--- src/rtl/pin_pkg.sv ---
// Shared types and constants for the keypad PIN entry controller.
// Optional build macro ENTRY_TIMEOUT_EN (used in pin_entry_ctrl) aborts an idle partial entry.
package pin_pkg;

    typedef enum logic [2:0] {
        S_IDLE,
        S_ENTRY,
        S_VERIFY,
        S_CHECK,
        S_UNLOCKED,
        S_LOCKOUT
    } pin_state_e;

    localparam int PIN_DIGITS = 4;
    localparam int PIN_W      = 16;
    localparam int DIGIT_W    = 4;

    // Width of the shared cycle timer; covers the 10 s lockout at 500 Hz with headroom.
    localparam int TMR_W      = 16;

    // Append a digit on the right; the oldest digit ends up in the top nibble.
    function automatic logic [PIN_W-1:0] shift_in_digit(
        input logic [PIN_W-1:0]   pin,
        input logic [DIGIT_W-1:0] d
    );
        return {pin[PIN_W-DIGIT_W-1:0], d};
    endfunction

endpackage

--- src/rtl/pin_cycle_timer.sv ---
// Saturating down-counter: load a limit, count while enabled, done when it reaches zero.
// Shared by the lockout period and the optional idle-entry timeout.
module pin_cycle_timer #(
    parameter int W = 16
) (
    input  logic         clk,
    input  logic         rst,
    input  logic         load,
    input  logic         en,
    input  logic [W-1:0] load_val,
    output logic         done
);

    logic [W-1:0] cnt_q;
    logic [W-1:0] cnt_d;

    // Next count: a load restarts the period, otherwise step down and stick at zero.
    always_comb begin
        cnt_d = cnt_q;
        if (load) begin
            cnt_d = load_val;
        end else if (en && (cnt_q != '0)) begin
            cnt_d = cnt_q - 1'b1;
        end
    end

    // Count register with synchronous reset.
    always_ff @(posedge clk) begin
        if (rst) begin
            cnt_q <= '0;
        end else begin
            cnt_q <= cnt_d;
        end
    end

    assign done = (cnt_q == '0);

endmodule

--- src/rtl/pin_entry_ctrl.sv ---
// Keypad PIN entry sequencer: shifts in 4 hex digits, strobes the external comparator,
// samples its verdict, counts failed attempts and enforces a timed lockout.
// Build option: define ENTRY_TIMEOUT_EN to abort a partial entry after TIMEOUT_CYCLES idle cycles.
// Handshake: digit_valid/btn_enter/btn_clear are 1-cycle pulses with no backpressure; validPin is a
// 1-cycle strobe and verify_status is sampled exactly one cycle after validPin drops (S_CHECK).
module pin_entry_ctrl
    import pin_pkg::*;
#(
    parameter int MAX_ATTEMPTS   = 3,
    parameter int LOCKOUT_CYCLES = 5000,
    parameter int TIMEOUT_CYCLES = 2500
) (
    input  logic               clk_500Hz,
    input  logic               btnR,
    input  logic               digit_valid,
    input  logic [DIGIT_W-1:0] digit,
    input  logic               btn_enter,
    input  logic               btn_clear,
    input  logic               verify_status,
    output logic [PIN_W-1:0]   userPin,
    output logic               validPin,
    output logic               unlocked,
    output logic               locked_out,
    output logic [3:0]         attempts_left,
    output logic [2:0]         digit_count,
    output pin_state_e         state_dbg
);

    localparam logic [3:0]       ATT_MAX       = 4'(MAX_ATTEMPTS);
    localparam logic [2:0]       CNT_FULL      = 3'(PIN_DIGITS);
    // The timer reports done on its last cycle, so load one less than the period length.
    localparam logic [TMR_W-1:0] LOCK_LIMIT    = TMR_W'(LOCKOUT_CYCLES - 1);
    localparam logic [TMR_W-1:0] TIMEOUT_LIMIT = TMR_W'(TIMEOUT_CYCLES - 1);

    pin_state_e       state_q, state_d;
    logic [PIN_W-1:0] pin_q, pin_d;
    logic [2:0]       count_q, count_d;
    logic             valid_q, valid_d;
    logic             unlocked_q, unlocked_d;
    logic             lockout_q, lockout_d;
    logic [3:0]       attempts_q, attempts_d;
    // Set when enter was pressed on a short entry: the verdict is forced to "fail".
    logic             short_q, short_d;

    logic             tmr_load;
    logic             tmr_en;
    logic             tmr_done;
    logic [TMR_W-1:0] tmr_load_val;

    // The only load that can target S_LOCKOUT is the lockout period; every other load is the timeout.
    assign tmr_load_val = (state_d == S_LOCKOUT) ? LOCK_LIMIT : TIMEOUT_LIMIT;

    pin_cycle_timer #(
        .W (TMR_W)
    ) u_timer (
        .clk      (clk_500Hz),
        .rst      (btnR),
        .load     (tmr_load),
        .en       (tmr_en),
        .load_val (tmr_load_val),
        .done     (tmr_done)
    );

    // Next-state and next-output logic; priority inside S_ENTRY is clear > enter > digit.
    always_comb begin
        state_d    = state_q;
        pin_d      = pin_q;
        count_d    = count_q;
        valid_d    = 1'b0;
        unlocked_d = unlocked_q;
        lockout_d  = lockout_q;
        attempts_d = attempts_q;
        short_d    = short_q;
        tmr_load   = 1'b0;
        tmr_en     = 1'b0;

        case (state_q)
            S_IDLE: begin
                if (digit_valid) begin
                    pin_d   = shift_in_digit(pin_q, digit);
                    count_d = 3'd1;
                    state_d = S_ENTRY;
`ifdef ENTRY_TIMEOUT_EN
                    tmr_load = 1'b1;
`endif
                end
            end

            S_ENTRY: begin
`ifdef ENTRY_TIMEOUT_EN
                tmr_en = 1'b1;
`endif
                if (btn_clear) begin
                    pin_d   = '0;
                    count_d = '0;
                    state_d = S_IDLE;
                end else if (btn_enter) begin
                    // A short entry still walks the verify path so its failure costs the same 3 edges.
                    state_d = S_VERIFY;
                    if (count_q == CNT_FULL) begin
                        valid_d = 1'b1;
                        short_d = 1'b0;
                    end else begin
                        short_d = 1'b1;
                    end
                end else if (digit_valid) begin
                    if (count_q < CNT_FULL) begin
                        pin_d   = shift_in_digit(pin_q, digit);
                        count_d = count_q + 3'd1;
                    end
`ifdef ENTRY_TIMEOUT_EN
                    tmr_load = 1'b1;
`endif
                end
`ifdef ENTRY_TIMEOUT_EN
                else if (tmr_done) begin
                    pin_d   = '0;
                    count_d = '0;
                    state_d = S_IDLE;
                end
`endif
            end

            S_VERIFY: begin
                state_d = S_CHECK;
            end

            S_CHECK: begin
                pin_d   = '0;
                count_d = '0;
                short_d = 1'b0;
                if (verify_status && !short_q) begin
                    state_d    = S_UNLOCKED;
                    unlocked_d = 1'b1;
                    attempts_d = ATT_MAX;
                end else if (attempts_q <= 4'd1) begin
                    state_d    = S_LOCKOUT;
                    lockout_d  = 1'b1;
                    attempts_d = '0;
                    tmr_load   = 1'b1;
                end else begin
                    state_d    = S_IDLE;
                    attempts_d = attempts_q - 4'd1;
                end
            end

            S_UNLOCKED: begin
                if (btn_clear) begin
                    state_d    = S_IDLE;
                    unlocked_d = 1'b0;
                    pin_d      = '0;
                    count_d    = '0;
                end
            end

            S_LOCKOUT: begin
                tmr_en = 1'b1;
                if (tmr_done) begin
                    state_d    = S_IDLE;
                    lockout_d  = 1'b0;
                    attempts_d = ATT_MAX;
                end
            end

            default: begin
                state_d = S_IDLE;
            end
        endcase
    end

    // State and output registers; reset overrides every other input.
    always_ff @(posedge clk_500Hz) begin
        if (btnR) begin
            state_q    <= S_IDLE;
            pin_q      <= '0;
            count_q    <= '0;
            valid_q    <= 1'b0;
            unlocked_q <= 1'b0;
            lockout_q  <= 1'b0;
            attempts_q <= ATT_MAX;
            short_q    <= 1'b0;
        end else begin
            state_q    <= state_d;
            pin_q      <= pin_d;
            count_q    <= count_d;
            valid_q    <= valid_d;
            unlocked_q <= unlocked_d;
            lockout_q  <= lockout_d;
            attempts_q <= attempts_d;
            short_q    <= short_d;
        end
    end

    assign userPin       = pin_q;
    assign validPin      = valid_q;
    assign unlocked      = unlocked_q;
    assign locked_out    = lockout_q;
    assign attempts_left = attempts_q;
    assign digit_count   = count_q;
    assign state_dbg     = state_q;

endmodule
--- config.mk ---
export PLATFORM = sky130hd
export DESIGN_NAME = pin_entry_ctrl
export DESIGN_NICKNAME = d
export VERILOG_FILES = /design/src/rtl/pin_pkg.sv /design/src/rtl/pin_cycle_timer.sv /design/src/rtl/pin_entry_ctrl.sv
export SDC_FILE = /design/constraint.sdc
export NUM_CORES = 1
export LEC_CHECK = 0
export BUFFER_PORTS_ARGS = -buffer_cell sky130_fd_sc_hd__buf_2
export CORE_MARGIN = 3
export CORE_UTILIZATION = 50
export CTS_CLUSTER_SIZE = 8
export DETAILED_ROUTE_END_ITERATION = 8
export PLACE_DENSITY = 0.72
export SYNTH_ARGS = -nofsm -noshare
export SYNTH_HDL_FRONTEND = slang
export SYNTH_SLANG_ARGS = --single-unit
--- constraint.sdc ---
create_clock -name clk_500Hz -period 2.2 [get_ports clk_500Hz]
set_input_delay 0 -clock clk_500Hz [delete_from_list [all_inputs] [get_ports clk_500Hz]]
set_output_delay 0 -clock clk_500Hz [all_outputs]
set_load 0.01 [all_outputs]
* Yosys cells after proc, flatten, opt, wreduce, memory -nomap -nowiden
Index checks and enable logic that the tools add are counted.
Word-level totals: bits of input ports 10, logic and storage cells 96, output and inout bits 29, register bits 46
Cells by class: equality and inequality tests 18, multiplexer cells 45, add/subtract/negate cells 3, order comparisons 2, reductions and logical operators 17, bitwise operators 2
Operators by type and width (number):
- $mux 16 | 8
- $pmux 16 s4 | 1
- $mux 3 | 13
- $pmux 3 s6 | 1
- $logic_not 16->1 | 1
- $ne 2x2->1 const B | 8
- $reduce_bool 16->1 | 1
- $sub 16x1->16 const B | 1
- $mux 1 | 13
- $mux 13 | 1
- $eq 3x3->1 const B | 4
- $mux 4 | 3
- $pmux 3 s4 | 1
- $ne 3x3->1 const B | 3
- $pmux 4 s2 | 1
- $reduce_bool 2->1 | 4
- $eq 3x2->1 const B | 2
- $pmux 1 s2 | 3
- $reduce_and 3->1 | 2
- $reduce_and 6->1 | 1
- $le 4x1->1 const B | 1
- $reduce_and 4->1 | 1
- $reduce_bool 4->1 | 1
- $reduce_or 4->1 | 1
- other kinds (9) | 11

* Logic depth before layout (Yosys ltp)
Gate-level depths: netlist of run 1.
depth after elaboration 7, gate-level depth with buffers 7, gate-level depth less buffers 6

* Hierarchy
A second synthesis of run 1 with hierarchy kept.
Second synthesis, totals: cells, all modules 304, area total of the unflattened synthesis 2590.0 um^2
Modules (own cells, without submodules):
- pin_entry_ctrl | cells each 190, times used 1, area an instance 1645.3 um^2
- pin_cycle_timer | cells each 114, times used 1, area an instance 944.7 um^2

* Worst setup path after synthesis of run 1
Ideal clock, no wire load.
path type register to register, from register attempts_q[0] (netlist: attempts_left[0]), to register u_timer.cnt_q[15], path buffers 0, stages on the path, launching flop included 6, data required time 2.079 ns, clock period less this slack 1.819 ns, setup slack 0.381 ns, arrival time 1.698 ns, library setup time 0.121 ns, path through dfxtp_1 -> ha_1 -> nor2_1 -> nor4_1 -> nor3_1 -> mux2_2
Between the ends: longest elaborated chain between the ends 5, elaborated cells between the ends (all ways) 6, classes of those cells 1 x order compare; 4 x mux; 1 x reduce/logical
Ends and longest elaborated chain:
- start, declared | RTL line pin_entry_ctrl.sv:41 | logic [3:0] attempts_q, attempts_d;
- start signal, assigned | RTL line pin_entry_ctrl.sv:189 | attempts_q <= attempts_d;
- $le 4x1->1 * | RTL line pin_entry_ctrl.sv:136 | end else if (attempts_q <= 4'd1) begin
- $mux 1 * | RTL line pin_entry_ctrl.sv:136
- $mux 1 * | RTL line pin_entry_ctrl.sv:132 | if (verify_status && !short_q) begin
- $mux 1 * | RTL line pin_entry_ctrl.sv:77 | case (state_q)
- $mux 16 / $reduce_bool 2->1 (equally long branches)
- end signal, assigned | RTL line pin_cycle_timer.sv:32 | cnt_q <= cnt_d;
- end, declared | RTL line pin_cycle_timer.sv:14 | logic [W-1:0] cnt_q;
Mark *: on every way between the ends. The rest lies on a longest branch, timed or not. A chain may end at the register's enable or synchronous reset.

* Worst setup path in the final report of run 1
from register state_q[1] (netlist: state_dbg[1]), to register u_timer.cnt_q[10]
Between the ends: longest elaborated chain between the ends 4, elaborated cells between the ends (all ways) 7, classes of those cells 2 x eq/ne; 3 x mux; 2 x reduce/logical
Ends and longest elaborated chain:
- start, declared | RTL line pin_entry_ctrl.sv:35 | pin_state_e state_q, state_d;
- start signal, assigned | RTL line pin_entry_ctrl.sv:183 | state_q <= state_d;
- $eq 3x3->1 | RTL line pin_entry_ctrl.sv:77
- $mux 1 | RTL line pin_entry_ctrl.sv:77
- $logic_and 1x1->1 | RTL line pin_cycle_timer.sv:22 | end else if (en && (cnt_q != '0)) begin
- $reduce_bool 2->1 (no source line)
Parallel ways exist; a longest one is shown, timed or not.

==> results of run 1 <==
==> synth_stat cells, types with 4 or more instances <==
master / number
dfxtp_1: 46
nand2_1: 10
nor3_1: 7
a32oi_1: 16
a211oi_1: 4
a21oi_1: 17
o31ai_1: 7
ha_1: 5
inv_1: 8
and4_1: 4
nor2_1: 27
or4_1: 8
nand3_1: 4
o21ai_0: 5
o21a_1: 4
nor4_1: 5
nand4_1: 4
clkbuf_1: 12
nand3b_1: 4
==> flip-flops by register name (all words and copies together) (netlist names) <==
signal	count
u_timer.cnt_q	16
userPin	16
attempts_left	4
digit_count	3
state_dbg	3
locked_out	1
short_q	1
unlocked	1
validPin	1
==> final cells by class <==
cell class	count	area, um^2	area share
clock buffer	5	68.8	0.0250
clock inverter	3	68.8	0.0250
timing repair buffer	56	338	0.123
inverter	9	33.8	0.0123
sequential	46	921	0.335
tap	50	62.6	0.0227
multi-input combinational	184	1260	0.458
==> cells in the final DEF (no fill, tap or decap), types with 5 or more instances in the layout <==
cell type      count
dfxtp_1           46
buf_2             38
nor2_1            27
a21oi_1           17
a32oi_1           16
buf_4             13
nand2_1           10
inv_1              8
or4_1              8
nor3_1             7
o31ai_1            7
o21ai_0            5
nor4_1             5
ha_1               5
clkbuf_8           5
dlygate4sd3_1      5
==> critical path: cells and delay by family, from the launching register on <==
kind / cells / cell delay, ps
AO/OA/AOI/OAI: 1 / 150
flip-flops: 1 / 460
AND/OR/NAND/NOR: 3 / 1320
==> timing repair <==
action / CTS / global route
buffers inserted: 0 / 0
hold endpoints to repair: 5 / 0
hold buffers: 5 / 0
==> worst paths after layout <==
check | start | end | slack [ps]
setup / recovery | state_dbg[1]$_SDFF_PP0_ | u_timer.cnt_q[10]$_SDFFE_PP0P_ | 200
hold / removal | btnR | u_timer.cnt_q[12]$_SDFFE_PP0P_ | 10
setup reg to reg | state_dbg[1]$_SDFF_PP0_ | u_timer.cnt_q[10]$_SDFFE_PP0P_ | 200
hold reg to reg | short_q$_SDFFE_PP0P_ | short_q$_SDFFE_PP0P_ | 470
==> per-stage QoR <==
| step | instance area [um^2] | util | worst slack [ps] |
|---|---|---|---|
| 2_1_floorplan | 2290 | - | 381 |
| 3_5_place_dp | 2560 | 0.610 | 248 |
| 6_report | 2750 | 0.655 | 203 |
| 3_3_place_gp | 2560 | 0.610 | 281 |
| 5_1_grt | 2750 | 0.655 | 34.0 |
| 4_1_cts | 2750 | 0.655 | 219 |
==> power by group through the flow <==
stage	Clock, W	Combinational, W	Sequential, W
after floorplan	0	0.0000889	0.000883
after global placement	0	0.000142	0.000879
after detailed placement	0	0.000143	0.000880
after CTS	0.000763	0.000149	0.000860
after global routing	0.000794	0.000164	0.000863
final	0.000755	0.000150	0.000860
==> layer usage <==
layer / track usage / vias up
li1: - / 1080
met1: 0.285 / 1020
met2: 0.334 / 50
met3: 0.0506 / 5
met4: 0.0624 / 0
met5: 0 / -
==> cells by family after synthesis <==
logic type,synth area share
mux,0.0186
compound gates,0.228
flops,0.402
buf+inv,0.0486
fa+ha+maj,0.0273
simple gates,0.276
==> results.md, run 1 <==
* Run status: completed
* EDFF count, synth at 0
* Worst Hold Depth at 2
* Synth Register Bits at 46
* Ys flop type: dfxtp_1
* PwrDens at 641 mW/mm^2
* Crit end category: register
* Setup Skew at 3.49 ps
* NumNets Final at 317
* Reg2reg path depth at 4
* CTS tree: done
* 1st-pass router iterations at 4
* Final Hold Vio Count at 0
* Seq/Total Area, Yosys at 0.402
* Mean Syn Cell Area at 9.02 um^2
* Layout area overhead at 20.1%
* # fillers at 354
* Vias in the first global route at 1959
* Worst-margin pin slew at 615 ps
* Ports at 39
* Routed Antenna Nets at 0
* Max incr delay on CP at 560 ps
* Ant diodes at 0
* Setup TNS at 0 ps
* Worst EP required at 2430 ps
* Drc violations at 0
* Buffers added on ports at 38
* Met2 Wirelength at 2.59 mm
* Leak pwr at 1.11 nW
* CTS root buf: clkbuf_8
* Clock share of power at 0.428
* CP Cell Sequence: and3b_1 -> nand2_1 -> or4_1 -> a21oi_1
* Final min period at 2000 ps
* Psw at 0.000401 W
* Post-synthesis instance area at 0.00229 mm^2
* Num rows at 23
* Final GP Congestion at 0.829
* Routed via count at 2155
* First-pass GRT wire length at 9.20 mm
* CP max FO at 17
* Initial DRC count at 183
* RSZ-0062 raised after global routing: no
* Initial antenna violation count at 0
* Share of layout cells above drive strength 1 at 0.241
* Die W at 73.7 um
* GR Overflow Total at 0
* Slowest-stage cell, CP: or4_1
* Initial Util at 0.546
* Internal power at 0.00136 W
* Met3 wire len at 226 um
* Post-Route WL at 5.40 mm
* Placed cell count at 340
* Clock sink total at 46
* Min-delay worst type: in -> reg
* Clock latency on the worst-skew pair at 300 ps
* Post_cts resized at 0
* Total power at 0.00176 W
* Largest net degree at the start of global routing at 26
* CP arrival at 2230 ps
* Post-synth top area cell: dfxtp_1
* CTS H-tree lvls at 2
* Clock slew seen by the registers of the worst setup and hold paths at 90 ps
* Distinct cells, synth at 58
* Max clock buf depth at 2
* Maximum vdd ir drop at 0.466 mV
* Max Transition Viols Final at 0
* TritonCTS Buffers at 5
* Gr usage total at 0.211
* Non-Filler Instances at 353
* Setup Crit Path Kind: reg -> reg
* Synth warn at 0
* Max-cap violation count at 0
* Hold WS at 12.2 ps
* Ranking of synthesized cells by area: dfxtp_1, a32oi_1, nor2_1
* Sw frac at 0.227
* Die area at 0.00543 mm^2
* Final setup fails at 0
* Net Count, Synth at 269
* Seq pwr share at 0.487
* Share of the synthesized area in the top cell type at 0.402
* WL per Instance at 15.3 um
* Core ar. at 0.00420 mm^2
* Achievable Freq at 0.501 GHz
* Hpwl dp at 3.69 mm
* Final Cycle Share at 0.908
* Routed metal-1 wirelength at 2.53 mm
* Combinational power share at 0.085
* CP Launch Type: register
* Relative slew slack at 0.584
* Die height at 73.7 um
* Top Metal Used: met4
* Share of async-settable or async-resettable flops after synthesis at 0
* Cells after Synth at 254
* Routed vias/inst at 6.10
No activity file was read; power rests on OpenSTA's default activity.
==> run 2, diff against run 1 <==
--- a/config.mk
+++ b/config.mk
@@ -6,11 +6,11 @@
 export NUM_CORES = 1
 export LEC_CHECK = 0
 export BUFFER_PORTS_ARGS = -buffer_cell sky130_fd_sc_hd__buf_2
+export CORE_ASPECT_RATIO = 2
 export CORE_MARGIN = 3
-export CORE_UTILIZATION = 50
+export CORE_UTILIZATION = 37
 export CTS_CLUSTER_SIZE = 8
 export DETAILED_ROUTE_END_ITERATION = 8
-export PLACE_DENSITY = 0.72
 export SYNTH_ARGS = -nofsm -noshare
 export SYNTH_HDL_FRONTEND = slang
 export SYNTH_SLANG_ARGS = --single-unit
==> run 2 against run 1 <==
Effect of this change: non-clock buffer count increased by 3; core utilization is 19 points lower; hold slack improved by 7.2 ps; clock skew about the same; power up 1.0%; register-to-register slack about the same; cell count grew 4.5%; setup slack improved by 2.4 ps; critical path depth is the same; global-route usage decreased by 2.7 points; maximum frequency increased by 0.12%; clock-buffer cell count unchanged; largest power group unchanged.
==> results.md, run 2 (same netlist as run 1, synthesis figures left out) <==
* Run status: completed
* Routed Antenna Nets at 0
* Final setup fails at 0
* Post-CTS Setup Repair Bufs at 0
* CTS hold repair buffers at 4
* Most common cell after layout, fill and taps aside: dfxtp_1
* Maximum vdd ir drop at 0.506 mV
* Final GP Congestion at 0.927
* Initial antenna violation count at 0
* Final Cycle Share at 0.907
* Layout area overhead at 22.2%
* CP max FO at 11
* Leak pwr at 1.13 nW
* Total power at 0.00178 W
* WL per Instance at 16.8 um
* Post-Route WL at 6.19 mm
* TritonCTS Buffers at 5
* Achievable Freq at 0.501 GHz
* Worst EP required at 2380 ps
* Share of layout cells above drive strength 1 at 0.252
* Routed via count at 2235
* Num rows at 40
* GR Overflow Total at 0
* Max clock buf depth at 2
* Worst Hold Depth at 2
* 1st-pass router iterations at 4
* First-pass GRT wire length at 10.4 mm
* Clock slew seen by the registers of the worst setup and hold paths at 70 ps
* Initial Util at 0.382
* Max-cap violation count at 0
* Largest net degree at the start of global routing at 21
* CP arrival at 2180 ps
* Reg2reg path depth at 4
* RSZ-0062 raised after global routing: no
* CP Launch Type: register
* Crit end category: register
* Final min period at 1990 ps
* Bufs and invs on worst path at 0
* Hold WS at 19.3 ps
* Reg2Reg Setup Slack at 210 ps
* HP Start: btn_enter
* # fillers at 610
* End point of the worst hold path: validPin$_SDFF_PP0_
* Commonest non-fill, non-tap cells in the layout: dfxtp_1, buf_2, nor2_1
* Routed vias/inst at 6.06
* Max incr delay on CP at 490 ps
* Gr usage total at 0.185
* Worst R2R Start: state_dbg[2]$_SDFF_PP0_
* Drc violations at 0
* CTS tree: done
* Post_cts resized at 0
* Relative slew slack at 0.645
* Min-delay worst type: in -> reg
* Post-route setup slack at 205 ps
* CTS root buf: clkbuf_16
* Setup Crit Path Kind: reg -> reg
* Buffers added on ports at 38
* Die W at 61.7 um
* Clock latency on the worst-skew pair at 290 ps
* Die area at 0.00723 mm^2
* Vias in the first global route at 2206
* Pre-CTS setup slack at 230 ps
* Ports at 39
* Worst setup path start: state_dbg[2]$_SDFF_PP0_
* CTS H-tree lvls at 2
* Final Hold Vio Count at 0
* Core ar. at 0.00601 mm^2
* CP Cell Sequence: and3b_1 -> nand4_1 -> nor4_1 -> mux2_2
* CP top delay family: simple AND/OR/NAND/NOR gates
* Reg-to-reg endpoint: u_timer.cnt_q[15]$_SDFFE_PP0P_
* Max Transition Viols Final at 0
* Setup TNS at 0 ps
* Clock sink total at 46
* Die height at 117 um
* Setup Skew at 3.90 ps
* NumNets Final at 320
* Worst-margin pin slew at 525 ps
* Final Core Density at 0.466
* Ant diodes at 0
* PwrDens at 636 mW/mm^2
* Hpwl dp at 4.49 mm
* Initial DRC count at 57
* Slowest-stage cell, CP: dfxtp_1
[run 2: cell count changes in the layout (fill, tap and decap cells not counted)]
| cell | change |
|---|---|
| buf_4 | +4 |
| bufinv_16 | -2 |
| clkbuf_16 | +5 |
| clkbuf_8 | -5 |
| clkinvlp_4 | +1 |
| dlygate4sd3_1 | -1 |
| inv_6 | +1 |
[run 2: final cells by class]
class                           count  area, um^2  share of cell area
Clock inverter                      3        25.0             0.00893
Tap cell                           63        78.8              0.0281
Multi-Input combinational cell    184        1260               0.450
Clock buffer                        5         125              0.0447
Inverter                            9        33.8              0.0121
Timing Repair Buffer               59         358               0.128
Sequential cell                    46         921               0.329
[run 2: report_power, final]
part           internal (W)  switching (W)
Sequential         0.000847      0.0000133
Clock              0.000427       0.000344
Combinational     0.0000604      0.0000905
[run 2: worst max path at each step]
| stage | cells after the start | endpoint | slack [ps] |
|---|---|---|---|
| final | 4 | u_timer.cnt_q[15]$_SDFFE_PP0P_ | 210 |
| after global routing | 4 | u_timer.cnt_q[15]$_SDFFE_PP0P_ | 20 |
| after CTS | 4 | u_timer.cnt_q[15]$_SDFFE_PP0P_ | 210 |
| after detailed placement | 4 | u_timer.cnt_q[15]$_SDFFE_PP0P_ | 230 |
| after global placement | 4 | u_timer.cnt_q[15]$_SDFFE_PP0P_ | 270 |
| after floorplan | 5 | u_timer.cnt_q[15]$_SDFFE_PP0P_ | 380 |
[run 2: layer usage]
layer  global-route usage  wire, um  vias to the layer above
li1                     -         -                     1090
met1                0.202      2400                     1075
met2                0.331      3430                       55
met3               0.0286       210                       15
met4               0.0717       150                        0
met5                    0         0                        -
[run 2: worst reg2reg max path: stages (launching register included)]
cell and delay (ps):
dfxtp_1 490, and3b_1 460, nand4_1 300, nor4_1 270, mux2_2 360
[run 2: stage by stage]
step / std cells / cell area, um^2
floorplan: 254 / 2290
global placement: 357 / 2610
detailed placement: 357 / 2610
CTS: 369 / 2800
global route: 369 / 2800
finish: 369 / 2800
